<file path="config.mk">
export PLATFORM = sky130hd
export DESIGN_NAME = out_channel_reader
export DESIGN_NICKNAME = d
export VERILOG_FILES = /design/src/rtl/out_channel_reader.sv
export SDC_FILE = /design/constraint.sdc
export NUM_CORES = 1
export LEC_CHECK = 0
export CORE_MARGIN = 4
export CORE_UTILIZATION = 46
export DETAILED_ROUTE_END_ITERATION = 6
export SLEW_MARGIN = 30
export SYNTH_ARGS = -nofsm -noshare
export SYNTH_HDL_FRONTEND = slang
export SYNTH_SLANG_ARGS = --single-unit
</file>
<file path="constraint.sdc">
create_clock -name clock -period 7.1 [get_ports clock]
set_input_delay 1.065 -clock clock [delete_from_list [all_inputs] [get_ports clock]]
set_output_delay 1.065 -clock clock [all_outputs]
set_load 0.02 [all_outputs]
</file>
<file path="src/rtl/out_channel_reader.sv">
// Receives words from a program out channel, checks them against a preloaded
// expected-value table, and buffers them in a FWFT FIFO for the host to drain.
module out_channel_reader #(
    parameter int MemoryElementWidth = 12,
    parameter int NExpected          = 16,
    parameter int Depth              = 8
) (
    input  logic                          clock,
    input  logic                          reset,
    input  logic                          inValid,
    input  logic [MemoryElementWidth-1:0] inData,
    output logic                          inReady,
    input  logic                          expWrite,
    input  logic [$clog2(NExpected)-1:0]  expIndex,
    input  logic [MemoryElementWidth-1:0] expData,
    input  logic [$clog2(NExpected):0]    expCount,
    input  logic                          start,
    input  logic                          clear,
    output logic                          outValid,
    output logic [MemoryElementWidth-1:0] outData,
    input  logic                          outReady,
    output logic [$clog2(NExpected):0]    received,
    output logic [$clog2(NExpected)-1:0]  mismatchIndex,
    output logic                          finished,
    output logic                          success
);

    localparam int IW = $clog2(NExpected);
    localparam int CW = IW + 1;
    localparam int PW = $clog2(Depth);
    localparam logic [CW-1:0] NEXP     = CW'(NExpected);
    localparam logic [PW:0]   FULL_OCC = (PW+1)'(Depth);

    localparam logic [1:0] IDLE  = 2'd0;
    localparam logic [1:0] RUN   = 2'd1;
    localparam logic [1:0] DONE  = 2'd2;
    localparam logic [1:0] ERROR = 2'd3;

    logic [1:0]                    state;
    logic [CW-1:0]                 count;
    logic [CW-1:0]                 count_sel;
    logic [CW-1:0]                 received_inc;
    logic [MemoryElementWidth-1:0] table_mem [NExpected];
    logic [MemoryElementWidth-1:0] fifo_mem  [Depth];
    logic [PW-1:0]                 wptr;
    logic [PW-1:0]                 rptr;
    logic [PW:0]                   occ;
    logic                          full;
    logic                          push;
    logic                          pop;
    logic                          match;

    // A zero-length run must not accept a word during its single RUN cycle,
    // so readiness also requires words remaining (all registered terms).
    assign full         = (occ == FULL_OCC);
    assign inReady      = (state == RUN) && !full && (received != count);
    assign push         = inValid && inReady && !clear;
    assign pop          = outValid && outReady && !clear;
    assign outValid     = (occ != '0);
    assign outData      = fifo_mem[rptr];
    assign received_inc = received + CW'(1);
    assign match        = (table_mem[received[IW-1:0]] == inData);
    assign count_sel    = (expCount > NEXP) ? NEXP : expCount;

    always_ff @(posedge clock) begin
        if (expWrite && (state == IDLE) && !clear && ({1'b0, expIndex} < NEXP))
            table_mem[expIndex] <= expData;
    end

    always_ff @(posedge clock) begin
        if (push)
            fifo_mem[wptr] <= inData;
    end

    always_ff @(posedge clock or negedge reset) begin
        if (!reset) begin
            wptr <= '0;
            rptr <= '0;
            occ  <= '0;
        end else if (clear) begin
            wptr <= '0;
            rptr <= '0;
            occ  <= '0;
        end else begin
            if (push)
                wptr <= wptr + PW'(1);
            if (pop)
                rptr <= rptr + PW'(1);
            if (push && !pop)
                occ <= occ + (PW+1)'(1);
            else if (!push && pop)
                occ <= occ - (PW+1)'(1);
        end
    end

    always_ff @(posedge clock or negedge reset) begin
        if (!reset) begin
            state         <= IDLE;
            count         <= '0;
            received      <= '0;
            mismatchIndex <= '0;
            finished      <= 1'b0;
            success       <= 1'b0;
        end else if (clear) begin
            state    <= IDLE;
            received <= '0;
            finished <= 1'b0;
            success  <= 1'b0;
        end else begin
            case (state)
                IDLE: begin
                    if (start) begin
                        count    <= count_sel;
                        received <= '0;
                        state    <= RUN;
                    end
                end
                RUN: begin
                    if (push) begin
                        received <= received_inc;
                        // Mismatch wins over completion on the same word.
                        if (!match) begin
                            mismatchIndex <= received[IW-1:0];
                            state         <= ERROR;
                            finished      <= 1'b1;
                            success       <= 1'b0;
                        end else if (received_inc == count) begin
                            state    <= DONE;
                            finished <= 1'b1;
                            success  <= 1'b1;
                        end
                    end else if (received == count) begin
                        state    <= DONE;
                        finished <= 1'b1;
                        success  <= 1'b1;
                    end
                end
                default: ;
            endcase
        end
    end

endmodule
</file>
Word level (Yosys, flattened, before mapping)
Memory sizes are Yosys's and may differ from the RTL's.
Index checks and enable logic that the tools add are counted.
- register bits after elaboration: 28
- RAM bits: 288
- input bits: 40
- output and inout bits: 25
- memories kept: 2
- memory list (memory ; words ; bits a word ; read ports ; clocked after Yosys merged registers in ; wr ports ; line ; text):
    table_mem ; 16 ; 12 ; 1 ; 0 ; 1 ; 43 ; logic [MemoryElementWidth-1:0] table_mem [NExpected];
    fifo_mem ; 8 ; 12 ; 1 ; 0 ; 1 ; 44 ; logic [MemoryElementWidth-1:0] fifo_mem [Depth];
- $add $sub $neg: 5
- order comparisons: 1
- equality and inequality tests: 11
- muxes and demuxes: 33
- bitwise operators: 2
- reduce and logical (&&, ||, !) cells: 27
- operators by type and width (cell ; number):
    2-to-1 mux 5 bit ; 4
    2-to-1 mux 1 bit ; 14
    equality test 12 bit ; 1
    2-to-1 mux 2 bit ; 6
    2-to-1 mux 3 bit ; 4
    2-to-1 mux 4 bit ; 3
    equality test 5 bit ; 2
    logical AND 1 bit ; 10
    case mux 5 bit (2 select lines) ; 1
    AND reduction 3 bit ; 3
    nonzero test 3 bit ; 3
    inequality test 4 x 3 -> 1 bit, second input constant ; 2
    AND reduction 4 bit ; 2
    adder 3 x 1 -> 3 bit, second input constant ; 2
    inequality test 3 bit, second input constant ; 2
    nonzero test 2 bit ; 3
    adder 5 x 1 -> 5 bit, second input constant ; 1
    > comparator 5 bit, second input constant ; 1
    inequality test 5 x 4 -> 1 bit, second input constant ; 1
    inequality test 5 bit ; 1
    adder 4 x 1 -> 4 bit, second input constant ; 1
    equality test 4 bit, second input constant ; 1
    zero test 1 bit ; 4
    case mux 2 bit (2 select lines) ; 1
    5 further kinds ; 6

Depth between registers and ports, before layout
- depth after elaboration: 11
- depth in mapped cells: 14
- gate-level depth less buffers: 13

Least setup slack after synthesis
Ideal clock, no wire load.
- kind: register -> register
- from: register received[2]
- to: memory fifo_mem[1][0], enable pin
- setup time: 0.417 ns
- data arrival time: 3.321 ns
- required time: 6.683 ns
- setup slack: 3.362 ns
- stages on the path, launching flop included: 9
- clock period less this slack: 3.738 ns
- cell sequence: dfrtp_1 -> buf_2 -> buf_2 -> xor2_1 -> nor4_1 -> and3b_1 -> clkbuf_1 -> nand2b_1 -> nor4b_1
- word-level cells in the longest chain between the ends: 6
- ends and longest elaborated chain (element ; line ; text):
    start, declared ; 22 ; output logic [$clog2(NExpected):0] received,
    start signal, assigned ; 120 ; received <= received_inc;
    inequality test 5 bit ; 56 ; assign inReady = (state == RUN) && !full && (received != count);
    logical AND 1 bit ; 56 ;
    logical AND 1 bit (2 in a row) ; 57 ; assign push = inValid && inReady && !clear;
    2-to-1 mux 1 bit ; 71 ; if (push)
    2-to-1 mux 1 bit (not written as such) ; 72 ; fifo_mem[wptr] <= inData;
    end, declared ; 44 ;
Every way passes these cells.

Final worst setup path
- from: register rptr[0]
- to: output port outData[1]
- word-level cells in the longest chain between the ends: 1
- ends and longest elaborated chain (element ; line ; text):
    start, declared ; 46 ; logic [PW-1:0] rptr;
    start signal, assigned ; 88 ; rptr <= rptr + PW'(1);
    memory (8 x 12 bit) ; -- ;
    end, declared ; 20 ; output logic [MemoryElementWidth-1:0] outData,
Every way passes these cells.

==> impl_metrics.toml <==
[synthesis]
synthesized_area_fraction_occupied_by_xor_and_xnor_cells_pct = 2.92
postSynthAreaPerCell_um2 = 18.1
post_synth_inst_count = 712
combinational_family_with_the_most_area_after_synthesis = "multiplexers"
postSynth.asyncResetShare_pct = 8.86
yosysUniqueCellTypes = 54
synth_compound_gate_area_share_pct = 3.27
synth-edff-count = 288
synth_top_flop_cell = "sky130_fd_sc_hd__edfxtp_1"
muxShareOfSynthArea_pct = 14.5
synthesis.nets = 758
yosysWarnings = 0
syn_area_mm2 = 0.0129
seq_area_frac_synth_pct = 72.4
yosys.area_share.simple_pct = 4.71
yosys_register_bits = 316
synth-adder-area-share_pct = 0.639

[placed_design]
buffer_ports.inserted = 64
routabilityCongestion = 0.851
place_ws_ps = 2630
placed_wire_length_estimate_um = 18500
dpl.cell_count = 1132
place_area_mm2 = 0.0140

[floorplanning]
rows = 61
fp.dieArea_mm2 = 0.0308
floorplan.die.width_um = 176
io_pins = 65
die_y_um = 176
design.core.area_mm2 = 0.0278
initial_core_util_pct = 46.5

[setup_path]
cp-start-kind = "register"
critical_path_rt_ps = 6030
timing.critical_path.arrival_ps = 3130
setup.worst_path.end_class = "output pin"
timing.setup.critical_path_class = "reg -> out"
critPathMaxFanout = 14

[power_and_ir_drop]
power.ir.vdd_worst_mv = 0.188
cellPowerDensity_mw_per_mm2 = 294
cellLeakagePower_nw = 4.83
p_total_mw = 4.45

[timing]
setup-tns-final_ps = 0
drv_slew = 0
unrepaired_setup_endpoints_after_global_routing = "false"
final.setup_skew_ps = 14.3
fin_crit_sh_pct = 59.0
report.final.setup_viol = 0
slew_worst_pin_ps = 886
worst_slew_margin_rel_pct = 40.4
hold_viol_final = 0
final_critical_path_setup_slack_ps = 2910
fin_hold_ws_ps = 509
fmax_mhz = 239
fin_crit_ps = 4190

[detailed_routing]
ant_nets = 0
routedWlPerCell_um = 24.1
dr_total_vias = 6610
detailedRoute.firstIterationViolations = 523
drtPass1Iterations = 4
vias_per_cell = 5.55
drc_violations_left = 0
postRouteWirelength_um = 28700

[final_layout]
final_cell_area_mm2 = 0.0151
layoutNonFillerInstCount = 1191
finalNetCount = 836
antenna-diode-count = 0
fraction_of_final_layout_cells_sized_beyond_drive_strength_1_pct = 19.2
syn2layout_area_growth_pct = 17.1
fin_util_pct = 54.4
fill_cells = 2186
layout_common_cells = "sky130_fd_sc_hd__edfxtp_1, sky130_fd_sc_hd__clkdlybuf4s50_1, sky130_fd_sc_hd__mux2i_1"
most_common_library_cell_in_the_layout_ignoring_fill_and_taps = "sky130_fd_sc_hd__edfxtp_1"

[run]
max_cap_viol_count = 0

[clock_network]
clock-sinks = 316
insertion_delay_ps = 500
cts.path.max_buffers = 3
post_cts.resized_instances = 0
tritoncts.num_buffers = 34
clockRootBuffer = "sky130_fd_sc_hd__clkbuf_16"
cts_tree = "done"
cts_post_setup_buffers_inserted = 0
cts-htree-levels = 2
cts_hold_buf = 0
worst_setup_hold_path_clk_slew_ps = 60

[global_route]
grt_start_max_net_pins = 40
grt.overflow.total = 0
grt_pass1_wl_um = 43300
grt_antenna_before_repair = 0
grt_util_all_layers_pct = 18.8
via_count_of_the_first_global_routing_pass = 6894

[run_status]
outcome = "finished clean"

[worst_hold_path]
worst_hold_path_type = "reg -> reg"
[kinds of logic (layout without fill, tap and decap cells)]
kind of cell,count (synthesis),after routing
AO/OA/AOI/OAI,65,65
XOR/XNOR,43,43
adder cells (fa/ha/maj),6,6
buffers and inverters,41,142
flip-flops,316,316
multiplexers,121,121
AND/OR/NAND/NOR,120,120
[flip-flops by register name (all words and copies together) (netlist names)]
register	flops
rptr	3
state	2
received	5
finished	1
fifo_mem	96
table_mem	192
wptr	3
count	5
mismatchIndex	4
success	1
occ	4
[path summary, 6_finish.rpt]
path	start	endpoint	slack, ps	cells after the start
max	rptr[0]	outData[1]	2910	4
min	count[3]	count[3]	510	2
max reg2reg	received[2]	mismatchIndex[1]	3260	9
min reg2reg	count[3]	count[3]	510	2
max in group asynchronous	reset	received[2]	5850	2
min in group asynchronous	reset	received[3]	940	2
[Yosys cell counts (4+ instances only)]
cell type / count / area [um2]
sky130_fd_sc_hd__o21ai_0: 16 / 80.1
sky130_fd_sc_hd__ha_1: 5 / 62.6
sky130_fd_sc_hd__nor3_1: 12 / 60.1
sky130_fd_sc_hd__edfxtp_1: 288 / 8650
sky130_fd_sc_hd__mux2i_1: 54 / 541
sky130_fd_sc_hd__buf_1: 5 / 18.8
sky130_fd_sc_hd__a21oi_1: 13 / 65.1
sky130_fd_sc_hd__xor2_1: 26 / 228
sky130_fd_sc_hd__nor2b_1: 4 / 25.0
sky130_fd_sc_hd__mux4_2: 50 / 1130
sky130_fd_sc_hd__mux2_4: 4 / 60.1
sky130_fd_sc_hd__nand2b_1: 10 / 62.6
sky130_fd_sc_hd__mux2_2: 13 / 146
sky130_fd_sc_hd__dfrtp_1: 28 / 701
sky130_fd_sc_hd__nand2_1: 32 / 120
sky130_fd_sc_hd__nor2_1: 29 / 109
sky130_fd_sc_hd__a22oi_1: 17 / 128
sky130_fd_sc_hd__nor4_1: 5 / 31.3
sky130_fd_sc_hd__xnor2_1: 17 / 149
sky130_fd_sc_hd__buf_2: 11 / 55.1
sky130_fd_sc_hd__and3_1: 7 / 43.8
sky130_fd_sc_hd__inv_1: 6 / 22.5
sky130_fd_sc_hd__clkbuf_1: 13 / 48.8
[report_power, final]
group / total, mW / internal, mW / switching (mW)
clock: 1.66 / 0.982 / 0.680
combinational: 0.645 / 0.314 / 0.332
sequential: 2.15 / 2.08 / 0.0629
[metal layers]
layer / share of wire, % / vias up / global-route usage [%]
li1: - / 2974 / -
met1: 40 / 3429 / 23.8
met2: 53 / 166 / 33.5
met3: 4.2 / 41 / 3.14
met4: 2.4 / 0 / 5.39
met5: 0 / - / 0
[final cells by class]
cell class	instances	area, um2	share of cell area, %
Timing Repair Buffer	76	731	4.83
Inverter	7	26.3	0.174
Clock buffer	44	952	6.29
Sequential cell	316	9360	61.8
Multi-Input combinational cell	355	3490	23.1
Clock inverter	15	100	0.662
Tap cell	378	473	3.13
[worst max-delay path, stage by stage, from the launching register on]
cell and delay (ps):
sky130_fd_sc_hd__dfrtp_1 830, sky130_fd_sc_hd__buf_4 420, sky130_fd_sc_hd__mux4_2 550, sky130_fd_sc_hd__mux2_2 280, sky130_fd_sc_hd__clkdlybuf4s50_1 540
No activity file was read; power rests on OpenSTA's default activity.
